<file path="src/rtl/vga_fb_pixel_stream.sv">
// rtl/vga_fb_pixel_stream.sv - VGA raster generator fetching pixels over AXI-Lite into a backpressured pixel stream
module vga_fb_pixel_stream_fifo #(
    parameter int WIDTH = 8,
    parameter int DEPTH = 4,
    parameter int CW    = $clog2(DEPTH + 1)
) (
    input  logic             clk,
    input  logic             reset,
    input  logic             push_i,
    input  logic [WIDTH-1:0] push_data_i,
    input  logic             pop_i,
    output logic [WIDTH-1:0] pop_data_o,
    output logic             empty_o,
    output logic             full_o,
    output logic [CW-1:0]    count_o
);
    localparam int AW = (DEPTH > 1) ? $clog2(DEPTH) : 1;

    logic [WIDTH-1:0] mem_q [DEPTH];
    logic [AW-1:0]    wr_ptr_q, rd_ptr_q;
    logic [CW-1:0]    count_q;
    logic             do_push, do_pop;

    assign empty_o    = (count_q == '0);
    assign full_o     = (count_q == CW'(DEPTH));
    assign count_o    = count_q;
    assign do_push    = push_i && !full_o;
    assign do_pop     = pop_i && !empty_o;
    assign pop_data_o = mem_q[rd_ptr_q];

    always_ff @(posedge clk) begin
        if (do_push) mem_q[wr_ptr_q] <= push_data_i;
    end

    always_ff @(posedge clk) begin
        if (reset) begin
            wr_ptr_q <= '0;
            rd_ptr_q <= '0;
            count_q  <= '0;
        end else begin
            if (do_push) wr_ptr_q <= (wr_ptr_q == AW'(DEPTH - 1)) ? '0 : wr_ptr_q + 1'b1;
            if (do_pop)  rd_ptr_q <= (rd_ptr_q == AW'(DEPTH - 1)) ? '0 : rd_ptr_q + 1'b1;
            case ({do_push, do_pop})
                2'b10:   count_q <= count_q + 1'b1;
                2'b01:   count_q <= count_q - 1'b1;
                default: count_q <= count_q;
            endcase
        end
    end
endmodule

module vga_fb_pixel_stream #(
    parameter int AXI_ADDR_WIDTH  = 20,
    parameter int AXI_DATA_WIDTH  = 16,
    parameter int COLOR_BITS      = 4,
    parameter int MAX_OUTSTANDING = 4,
    parameter int CTX_DEPTH       = 16,
    parameter int H_VISIBLE       = 640,
    parameter int H_FRONT_PORCH   = 16,
    parameter int H_SYNC_PULSE    = 96,
    parameter int H_BACK_PORCH    = 48,
    parameter int H_WHOLE_LINE    = 800,
    parameter int V_VISIBLE       = 480,
    parameter int V_FRONT_PORCH   = 10,
    parameter int V_SYNC_PULSE    = 2,
    parameter int V_BACK_PORCH    = 33,
    parameter int V_WHOLE_FRAME   = 525
) (
    input  logic                      clk,
    input  logic                      reset,
    input  logic                      enable,
    input  logic [AXI_ADDR_WIDTH-1:0] fb_base,
    output logic [AXI_ADDR_WIDTH-1:0] axi_araddr,
    output logic                      axi_arvalid,
    input  logic                      axi_arready,
    input  logic [AXI_DATA_WIDTH-1:0] axi_rdata,
    input  logic [1:0]                axi_rresp,
    input  logic                      axi_rvalid,
    output logic                      axi_rready,
    output logic                      hsync,
    output logic                      vsync,
    output logic [COLOR_BITS-1:0]     red,
    output logic [COLOR_BITS-1:0]     green,
    output logic [COLOR_BITS-1:0]     blue,
    output logic                      valid,
    input  logic                      ready,
    output logic                      frame_start,
    output logic                      rd_error
);
    localparam int HW   = $clog2(H_WHOLE_LINE);
    localparam int VW   = $clog2(V_WHOLE_FRAME);
    localparam int NPIX = H_VISIBLE * V_VISIBLE;
    localparam int PW   = (NPIX > 1) ? $clog2(NPIX) : 1;
    localparam int OW   = $clog2(MAX_OUTSTANDING + 1);
    localparam int CRW  = OW + 2;
    localparam int CCW  = $clog2(CTX_DEPTH + 1);
    localparam int RGBW = 3 * COLOR_BITS;
    localparam int HS0  = H_VISIBLE + H_FRONT_PORCH;
    localparam int VS0  = V_VISIBLE + V_FRONT_PORCH;

    logic                      en_q, started_q, started_d;
    logic [HW-1:0]             h_q, h_d;
    logic [VW-1:0]             v_q, v_d;
    logic [PW-1:0]             pix_q, pix_d;
    logic [AXI_ADDR_WIDTH-1:0] base_q, base_d, araddr_q, araddr_d;
    logic                      arvalid_q, arvalid_d, fs_q, fs_d;
    logic [OW-1:0]             out_q, out_d;
    logic                      rd_error_q, rd_error_d;
    logic                      valid_q, valid_d, hsync_q, hsync_d, vsync_q, vsync_d;
    logic [COLOR_BITS-1:0]     red_q, red_d, green_q, green_d, blue_q, blue_d;

    logic slot_vis, slot_hs, slot_vs, ar_accept, r_hs, credit_ok, advance, load;
    logic ctx_full, ctx_empty, d_empty;
    logic [2:0]      ctx_data;
    logic [RGBW-1:0] d_data;
    logic [OW-1:0]   d_count;
    logic [CCW-1:0]  unused_ctx_count;
    logic            unused_d_full, unused_rdata;

    assign unused_rdata = ^axi_rdata;
    assign axi_rready   = !reset;
    assign ar_accept    = arvalid_q && axi_arready;
    // Responses with nothing outstanding belong to reads issued before a reset.
    assign r_hs         = axi_rvalid && (out_q != '0);

    assign slot_vis = (int'(h_q) < H_VISIBLE) && (int'(v_q) < V_VISIBLE);
    assign slot_hs  = !((int'(h_q) >= HS0) && (int'(h_q) < HS0 + H_SYNC_PULSE));
    assign slot_vs  = !((int'(v_q) >= VS0) && (int'(v_q) < VS0 + V_SYNC_PULSE));

    // Credits cover pending, in-flight and buffered reads so the data FIFO can never overflow.
    assign credit_ok = (CRW'(out_q) + CRW'(arvalid_q) + CRW'(d_count)) < CRW'(MAX_OUTSTANDING);
    assign advance   = en_q && started_q && !ctx_full &&
                       (!slot_vis || ((!arvalid_q || axi_arready) && credit_ok));

    always_comb begin
        h_d        = h_q;
        v_d        = v_q;
        pix_d      = pix_q;
        base_d     = base_q;
        started_d  = started_q;
        fs_d       = 1'b0;
        arvalid_d  = arvalid_q && !axi_arready;
        araddr_d   = araddr_q;
        out_d      = out_q;
        rd_error_d = rd_error_q || (r_hs && (axi_rresp != 2'b00));
        if (en_q && !started_q) begin
            started_d = 1'b1;
            base_d    = fb_base;
            fs_d      = 1'b1;
        end
        if (advance) begin
            if (slot_vis) begin
                arvalid_d = 1'b1;
                araddr_d  = base_q + AXI_ADDR_WIDTH'(pix_q);
                if (pix_q == PW'(NPIX - 1)) begin
                    pix_d  = '0;
                    base_d = fb_base;
                    fs_d   = 1'b1;
                end else begin
                    pix_d = pix_q + 1'b1;
                end
            end
            if (h_q == HW'(H_WHOLE_LINE - 1)) begin
                h_d = '0;
                v_d = (v_q == VW'(V_WHOLE_FRAME - 1)) ? '0 : v_q + 1'b1;
            end else begin
                h_d = h_q + 1'b1;
            end
        end
        case ({ar_accept, r_hs})
            2'b10:   out_d = out_q + 1'b1;
            2'b01:   out_d = out_q - 1'b1;
            default: out_d = out_q;
        endcase
    end

    assign load = (!valid_q || ready) && !ctx_empty && (!ctx_data[2] || !d_empty);

    always_comb begin
        valid_d = valid_q;
        hsync_d = hsync_q;
        vsync_d = vsync_q;
        red_d   = red_q;
        green_d = green_q;
        blue_d  = blue_q;
        if (load) begin
            valid_d = 1'b1;
            hsync_d = ctx_data[1];
            vsync_d = ctx_data[0];
            red_d   = ctx_data[2] ? d_data[RGBW-1 -: COLOR_BITS] : '0;
            green_d = ctx_data[2] ? d_data[2*COLOR_BITS-1 -: COLOR_BITS] : '0;
            blue_d  = ctx_data[2] ? d_data[COLOR_BITS-1:0] : '0;
        end else if (ready) begin
            valid_d = 1'b0;
        end
    end

    vga_fb_pixel_stream_fifo #(.WIDTH(3), .DEPTH(CTX_DEPTH), .CW(CCW)) u_ctx_fifo (
        .clk(clk), .reset(reset),
        .push_i(advance), .push_data_i({slot_vis, slot_hs, slot_vs}),
        .pop_i(load), .pop_data_o(ctx_data),
        .empty_o(ctx_empty), .full_o(ctx_full), .count_o(unused_ctx_count)
    );

    vga_fb_pixel_stream_fifo #(.WIDTH(RGBW), .DEPTH(MAX_OUTSTANDING), .CW(OW)) u_data_fifo (
        .clk(clk), .reset(reset),
        .push_i(r_hs), .push_data_i(axi_rdata[AXI_DATA_WIDTH-1 -: RGBW]),
        .pop_i(load && ctx_data[2]), .pop_data_o(d_data),
        .empty_o(d_empty), .full_o(unused_d_full), .count_o(d_count)
    );

    always_ff @(posedge clk) begin
        if (reset) begin
            en_q       <= 1'b0;
            started_q  <= 1'b0;
            h_q        <= '0;
            v_q        <= '0;
            pix_q      <= '0;
            base_q     <= '0;
            arvalid_q  <= 1'b0;
            araddr_q   <= '0;
            fs_q       <= 1'b0;
            out_q      <= '0;
            rd_error_q <= 1'b0;
            valid_q    <= 1'b0;
            hsync_q    <= 1'b1;
            vsync_q    <= 1'b1;
            red_q      <= '0;
            green_q    <= '0;
            blue_q     <= '0;
        end else begin
            en_q       <= enable;
            started_q  <= started_d;
            h_q        <= h_d;
            v_q        <= v_d;
            pix_q      <= pix_d;
            base_q     <= base_d;
            arvalid_q  <= arvalid_d;
            araddr_q   <= araddr_d;
            fs_q       <= fs_d;
            out_q      <= out_d;
            rd_error_q <= rd_error_d;
            valid_q    <= valid_d;
            hsync_q    <= hsync_d;
            vsync_q    <= vsync_d;
            red_q      <= red_d;
            green_q    <= green_d;
            blue_q     <= blue_d;
        end
    end

    assign axi_arvalid = arvalid_q;
    assign axi_araddr  = araddr_q;
    assign frame_start = fs_q;
    assign rd_error    = rd_error_q;
    assign valid       = valid_q;
    assign hsync       = hsync_q;
    assign vsync       = vsync_q;
    assign red         = red_q;
    assign green       = green_q;
    assign blue        = blue_q;
endmodule

</file>
<file path="config.mk">
export PLATFORM = sky130hd
export DESIGN_NAME = vga_fb_pixel_stream
export DESIGN_NICKNAME = d
export VERILOG_FILES = /design/src/rtl/vga_fb_pixel_stream.sv
export SDC_FILE = /design/constraint.sdc
export NUM_CORES = 1
export LEC_CHECK = 0
export ABC_AREA = 1
export BUFFER_PORTS_ARGS = -buffer_cell sky130_fd_sc_hd__buf_2
export CAP_MARGIN = 20
export CORE_ASPECT_RATIO = 0.7
export CORE_MARGIN = 2
export CORE_UTILIZATION = 35
export CTS_BUF_LIST = sky130_fd_sc_hd__clkbuf_16
export CTS_CLUSTER_SIZE = 14
export DETAILED_ROUTE_END_ITERATION = 10
export PLACE_DENSITY = 0.5
export SYNTH_ARGS = -nofsm -noshare
export SYNTH_HDL_FRONTEND = slang
export SYNTH_SLANG_ARGS = --single-unit
export TNS_END_PERCENT = 100
</file>
<file path="constraint.sdc">
create_clock -name clk -period 3.7 [get_ports clk]
set_input_delay 0.37 -clock clk [delete_from_list [all_inputs] [get_ports clk]]
set_output_delay 0.37 -clock clk [all_outputs]
set_load 0.05 [all_outputs]
</file>
==> results of run 1 <==
cell families after synthesis:
kind of cell / after synthesis / share of synthesized area, %
buffers and inverters: 207 / 7.75
AND/OR/NAND/NOR: 644 / 25.0
AO/OA/AOI/OAI: 215 / 10.7
adder cells (fa/ha/maj): 45 / 5.24
XOR/XNOR: 33 / 2.59
flip-flops: 224 / 48.8
sequential cells by signal, indices dropped and copies added (netlist names), 2 cells and up, named ones only:
name,cells
axi_araddr,20
pix_q,19
u_data_fifo.count_o,3
u_ctx_fifo.count_o,5
v_q,10
u_ctx_fifo.wr_ptr_q,4
u_ctx_fifo.rd_ptr_q,4
red,4
base_q,20
out_q,3
u_data_fifo.wr_ptr_q,2
h_q,10
blue,4
u_data_fifo.rd_ptr_q,2
u_ctx_fifo.mem_q,48
u_data_fifo.mem_q,48
green,4
worst max-delay path by stage:
stage | start | slack, ns | end
after floorplan | axi_arvalid$_SDFF_PP0_ | 0.94 | u_ctx_fifo.count_o[4]$_SDFFE_PP0P_
after global placement | register | 0.55 | u_ctx_fifo.count_o[4]$_SDFFE_PP0P_
after CTS | register | 0.51 | u_ctx_fifo.count_o[4]$_SDFFE_PP0P_
after global routing | register | 0.09 | u_ctx_fifo.count_o[4]$_SDFFE_PP0P_
final | register | 0.50 | u_ctx_fifo.count_o[4]$_SDFFE_PP0P_
after detailed placement | register | 0.50 | u_ctx_fifo.count_o[4]$_SDFFE_PP0P_
synthesized netlist by cell type, types with 2 or more instances:
master	instances	share of area, %
nand2_1	258	8.7
nor2_1	191	6.4
inv_1	153	5.1
dfxtp_1	128	23
nand3_1	117	5.2
edfxtp_1	96	26
a21oi_1	87	3.9
o21ai_0	78	3.5
ha_1	42	4.7
clkbuf_1	25	0.84
nand4_1	23	1.3
nor3_1	22	0.99
xor2_1	22	1.7
o22ai_1	12	0.67
buf_2	11	0.49
xnor2_1	11	0.86
nand2_2	9	0.50
a21oi_2	8	0.63
o211ai_1	7	0.47
o21a_1	7	0.47
buf_6	6	0.60
or2_2	6	0.34
nor4_1	5	0.28
buf_4	4	0.27
inv_2	4	0.13
o21bai_1	4	0.27
fa_1	3	0.54
nor3b_1	3	0.20
o221ai_1	3	0.24
a21o_1	2	0.13
a31oi_1	2	0.11
nand3_2	2	0.18
nand3b_1	2	0.13
nor2_4	2	0.20
o21ai_1	2	0.090
cells in the final DEF (no fill, tap or decap), types with 4 or more instances in the layout:
cell / instances
a21oi_1: 87
a21oi_2: 8
buf_2: 78
buf_4: 16
clkbuf_16: 24
clkinv_2: 7
dfxtp_1: 128
edfxtp_1: 96
ha_1: 42
inv_1: 154
inv_2: 5
nand2_1: 258
nand2_2: 9
nand3_1: 117
nand4_1: 23
nor2_1: 190
nor3_1: 22
nor4_1: 5
o211ai_1: 7
o21a_1: 7
o21ai_0: 78
o21bai_1: 4
o22ai_1: 12
or2_2: 6
xnor2_1: 11
xor2_1: 22
routing by layer:
| metal | share of wire [%] | wire (microns) | up-vias | GRT usage [%] |
|---|---|---|---|---|
| met2 | 38 | 10700 | 197 | 22.4 |
| met5 | 0 | 0 | - | 0 |
| met3 | 4.9 | 1360 | 30 | 2.53 |
| met4 | 1.8 | 512 | 0 | 3.85 |
| met1 | 55 | 15300 | 4173 | 27.6 |
| li1 | - | - | 4681 | - |
power by group:
part / total, uW / internal [uW] / leakage (uW) / switching, uW
logic: 310 / 93.4 / 0.00292 / 217
registers: 2630 / 2600 / 0.00174 / 27.6
clock network: 2460 / 1410 / 0.000392 / 1050
metrics by stage:
| step | hold slack (ns) | utilization, % | std cells | instance area [sq um] | power [uW] |
|---|---|---|---|---|---|
| floorplan | 0.441 | - | 1368 | 11200 | 2900 |
| global placement | 0.436 | 38.2 | 1834 | 11900 | 2990 |
| detailed placement | 0.441 | 38.2 | 1834 | 11900 | 3000 |
| CTS | 0.0123 | 40.7 | 1878 | 12700 | 5480 |
| global route | 0.0250 | 40.8 | 1879 | 12800 | 5610 |
| finish | 0.0371 | 40.8 | 1879 | 12800 | 5400 |
cell type report:
type | count | area share [%]
Clock buffer | 24 | 4.71
Timing Repair Buffer | 95 | 4.12
Inverter | 159 | 4.70
Tap cell | 420 | 4.12
Sequential cell | 224 | 42.7
Clock inverter | 20 | 1.57
Multi-Input combinational cell | 937 | 38.1
worst register-to-register path, stage by stage (launching register included):
cell	delay (ns)
dfxtp_1	0.46
buf_4	0.25
nand2_1	0.07
nand3_1	0.08
nand3_1	0.11
nand3_1	0.11
nand2_2	0.11
nand2_4	0.12
nand2_8	0.13
inv_1	0.19
ha_1	0.32
xor2_1	0.22
ha_1	0.17
inv_1	0.04
nand2_1	0.08
nand2_1	0.05
o21ai_0	0.21
a21oi_1	0.09
o21ai_0	0.12
nand2_1	0.08
nand2_1	0.06
nor2_1	0.05
==> impl_results.md, run 1 <==
- Worst Path Required: 4.14 ns
- FMAX: 0.313 GHz
- R2R Setup Slk: 0.50 ns
- Largest net degree at the start of global routing: 57
- Hold-critical path depth: 1
- Status: complete, no violations
- Iter 0 DRT Violations: 570
- Post-synth EDFFs: 96
- Critical path startpoint category: register
- Hold buffers post-CTS: 0
- Max-slew violations: 0
- Die X: 218 microns
- Register area share after synthesis: 48.8%
- # resized after CTS: 0
- Vias: 9081
- CTS tree: yes
- Crit Path Class: register to register
- Number of port buffers: 78
- # setup viols final: 0
- Area Overhead vs Synth: 14.2%
- CTS max path bufs: 3
- Worst Hold Class: primary input to register
- Final period util: 86.4%
- Post-synth ARST share: 0%
- Vias in the first global route: 8381
- Worst slew pin tran: 0.904 ns
- Routed Antenna Nets: 0
- Initial Utilization: 35.7%
- Worst EP arrival: 3.64 ns
- Delay-heaviest family, CP: simple AND/OR/NAND/NOR gates
- Layout cells sized above 1: 12.0%
- IO Pins: 83
- Synth Instances: 1368
- Crit. End Element: register
- Clk_skew: 0.0391 ns
- DR WL/cell: 14.8 microns
- Initial antenna violation count: 0
- Global-route wire length before repair: 45400 microns
- Mean Syn Cell Area: 8.16 sq um
- Reg2Reg Depth: 21
- # DRC: 0
- TritonRoute pass-1 iters: 5
- Via density: 4.83
- Leak: 0.00505 uW
- Min Clock Period, post-route: 3.20 ns
- TNS Setup: 0 ns
- Root Driver: clkbuf_16
- Placement Setup Slack: 0.504 ns
- Clock transition at path regs: 0.06 ns
- Most frequent CP cell: nand2_1
- Number of CTS-inserted buffers: 24
- Synth warn: 0
- Clk sinks: 224
- Crit path buffers/inverters: 3
- Unique masters post-synth: 46
- Cell Area, Synth: 11200 sq um
- # Post-CTS Setup Buffers: 0
- Multi-input logic area: 4860 sq um
- Die Y: 153 microns
- Critical Path Max Stage Delay: 0.46 ns
- Max-Cap Viols: 0
- Crit path cell chain: buf_4 -> nand2_1 -> nand3_1 -> nand3_1 -> nand3_1 -> nand2_2 -> nand2_4 -> nand2_8 -> inv_1 -> ha_1 -> xor2_1 -> ha_1 -> inv_1 -> nand2_1 -> nand2_1 -> o21ai_0 -> a21oi_1 -> o21ai_0 -> nand2_1 -> nand2_1 -> nor2_1
- Final nets: 1530
- Reg area: 5450 sq um
- Hold_sp: axi_rdata[15]
- Setup ws final: 0.503 ns
- Die area: 33400 sq um
- RSZ-0062 raised after global routing: false
- PD cells: 423 nW/um^2
- Hold Fails Final Rpt: 0
- Largest fanout on the critical path: 19
- Flops & latches, synth: 224
- CORE AREA: 31300 sq um
- Row count: 54
- Slew margin rel.: 39.6%
- FF-to-FF End: u_ctx_fifo.count_o[4]$_SDFFE_PP0P_
- Ant. Diodes: 0
- Routability cong.: 0.867
- Worst path depth: 21
- Final wirelength: 27800 microns
- Layout fillers: 3182
- Hold endpoint: u_data_fifo.mem_q[2][11]$_DFFE_PP_
- Final HPWL DP: 19600 microns
- Slowest cell on the critical path: dfxtp_1
- Gr ovfl total: 0
- GRT Resource Usage Total: 16.8%
- Syn nets: 1457
- H-Tree Level Count: 1
- Synth Flop Type: dfxtp_1
- VDD IR max: 0.323 mV
- Clk_lat worst skew: 0.55 ns
Note: power is estimated with default switching activity, not from simulation.
==> run 2: changes to the inputs <==
REMOVE_ABC_BUFFERS = 1   (was unset)
SKIP_LAST_GASP = 1   (was unset)
==> run 2 against run 1 <==
Effect of this change:
- setup slack improved by 0.13 ns
- combinational power increased by 2%
- first-iteration DRC count increased by 14%
==> impl_results.md, run 2 (same netlist as run 1, synthesis figures left out) <==
- Status: complete, no violations
- Crit. End Element: register
- PD cells: 422 nW/um^2
- Crit Path Class: register to register
- # resized after CTS: 0
- Die Y: 153 microns
- Via density: 4.86
- Leak: 0.00508 uW
- Number of port buffers: 78
- # setup viols final: 0
- Most common library cell in the layout ignoring fill and taps: nand2_1
- PnR Total Power: 5410 uW
- Ant. Diodes: 0
- Final wirelength: 29100 microns
- Number of CTS-inserted buffers: 24
- DR WL/cell: 15.5 microns
- Largest fanout on the critical path: 16
- Die area: 33400 sq um
- Slew margin rel.: 45.6%
- Hold Fails Final Rpt: 0
- Worst Path Required: 4.12 ns
- Final HPWL DP: 20200 microns
- Iter 0 DRT Violations: 649
- Global-route wire length before repair: 47500 microns
- Clk_skew: 0.00650 ns
- Die X: 218 microns
- IO Pins: 83
- FMAX: 0.326 GHz
- TNS Setup: 0 ns
- GRT Resource Usage Total: 17.7%
- Worst EP arrival: 3.48 ns
- RSZ-0062 raised after global routing: false
- Initial Utilization: 35.7%
- Biggest regs: u_ctx_fifo.mem_q: 48 flops, u_data_fifo.mem_q: 48 flops
- Root Driver: clkbuf_16
- Routed Antenna Nets: 0
- Row count: 54
- H-Tree Level Count: 1
- Clk sinks: 224
- Gr ovfl total: 0
- Vias in the first global route: 8643
- Final period util: 82.9%
- VDD IR max: 0.273 mV
- Hold buffers post-CTS: 0
- Initial antenna violation count: 2
- Max-Cap Viols: 0
- Layout cells sized above 1: 12.1%
- Max-slew violations: 0
- CTS tree: yes
- TritonRoute pass-1 iters: 5
- Min Clock Period, post-route: 3.07 ns
- Clock transition at path regs: 0.06 ns
- Critical path startpoint category: register
- Clk_lat worst skew: 0.52 ns
- # Post-CTS Setup Buffers: 0
- Worst Hold Class: primary input to register
- Area Overhead vs Synth: 14.6%
- Vias: 9158
- Final nets: 1535
- CORE AREA: 31300 sq um
- Routability cong.: 0.910
- Hold_sp: axi_rdata[14]
- Commonest cells after routing, fill and taps aside: nand2_1, nor2_1, inv_1
- CTS max path bufs: 3
- # DRC: 0
- Worst slew pin tran: 0.815 ns
- Largest net degree at the start of global routing: 57
run 2: changes by cell type in the layout (fill, tap and decap cells not counted), moves of 2 or more:
cell | before | now
clkinv_4 | 3 | 1
clkinv_2 | 7 | 4
inv_1 | 154 | 157
buf_4 | 16 | 21
run 2: routing by layer:
metal | up-vias | part of all wire, % | GRT usage [%] | wire [microns]
met1 | 4275 | 55 | 28.8 | 16100
li1 | 4692 | - | - | -
met2 | 155 | 38 | 24.1 | 11200
met5 | - | 0.072 | 0 | 21
met3 | 32 | 4.8 | 3.36 | 1390
met4 | 4 | 1.3 | 2.80 | 378
run 2: worst paths after layout:
path | cells past startpoint | end | slack (ns)
worst max register to register | 21 | u_ctx_fifo.count_o[4]$_SDFFE_PP0P_ | 0.63
worst min-delay path | 1 | u_data_fifo.mem_q[0][10]$_DFFE_PP_ | 0.07
worst min register to register | 2 | rd_error$_SDFF_PP0_ | 0.45
worst max-delay path | 21 | u_ctx_fifo.count_o[4]$_SDFFE_PP0P_ | 0.63
run 2: stage by stage:
step	hold WS, ns	setup slack [ns]	util [%]	instances	instance area (sq um)
after global routing	0.0488	0.268	40.9	1884	12800
after detailed placement	0.442	0.644	38.4	1840	12000
after CTS	0.0369	0.623	40.9	1884	12800
final	0.0660	0.633	40.9	1884	12800
after floorplan	0.432	0.598	-	1320	10900
after global placement	0.438	0.699	38.4	1840	12000
run 2: area by class of cell:
type                       instances  area, sq um
clock buffer                      25          626
clock inverter                    19          175
fill                            3174        18500
inverter                         159          599
multi-input combinational        937         4860
sequential                       224         5450
tap                              420          526
timing repair buffer             100          568
run 2: critical path, stage by stage, from the launching register on:
cell and delay [ns]:
dfxtp_1 0.40, buf_4 0.24, nand2_1 0.07, nand3_1 0.07, nand3_1 0.14, nand3_1 0.13
nand2_2 0.10, nand2_4 0.13, nand2_8 0.05, inv_1 0.14, ha_1 0.30, xor2_1 0.23
ha_1 0.19, inv_1 0.04, nand2_1 0.08, nand2_1 0.06, o21ai_0 0.19, a21oi_1 0.08
o21ai_0 0.12, nand2_1 0.08, nand2_1 0.06, nor2_1 0.04
run 2: report_power, final:
group / switching, uW / internal, uW
registers: 25.7 / 2600
clock network: 1020 / 1440
logic: 222 / 95.0
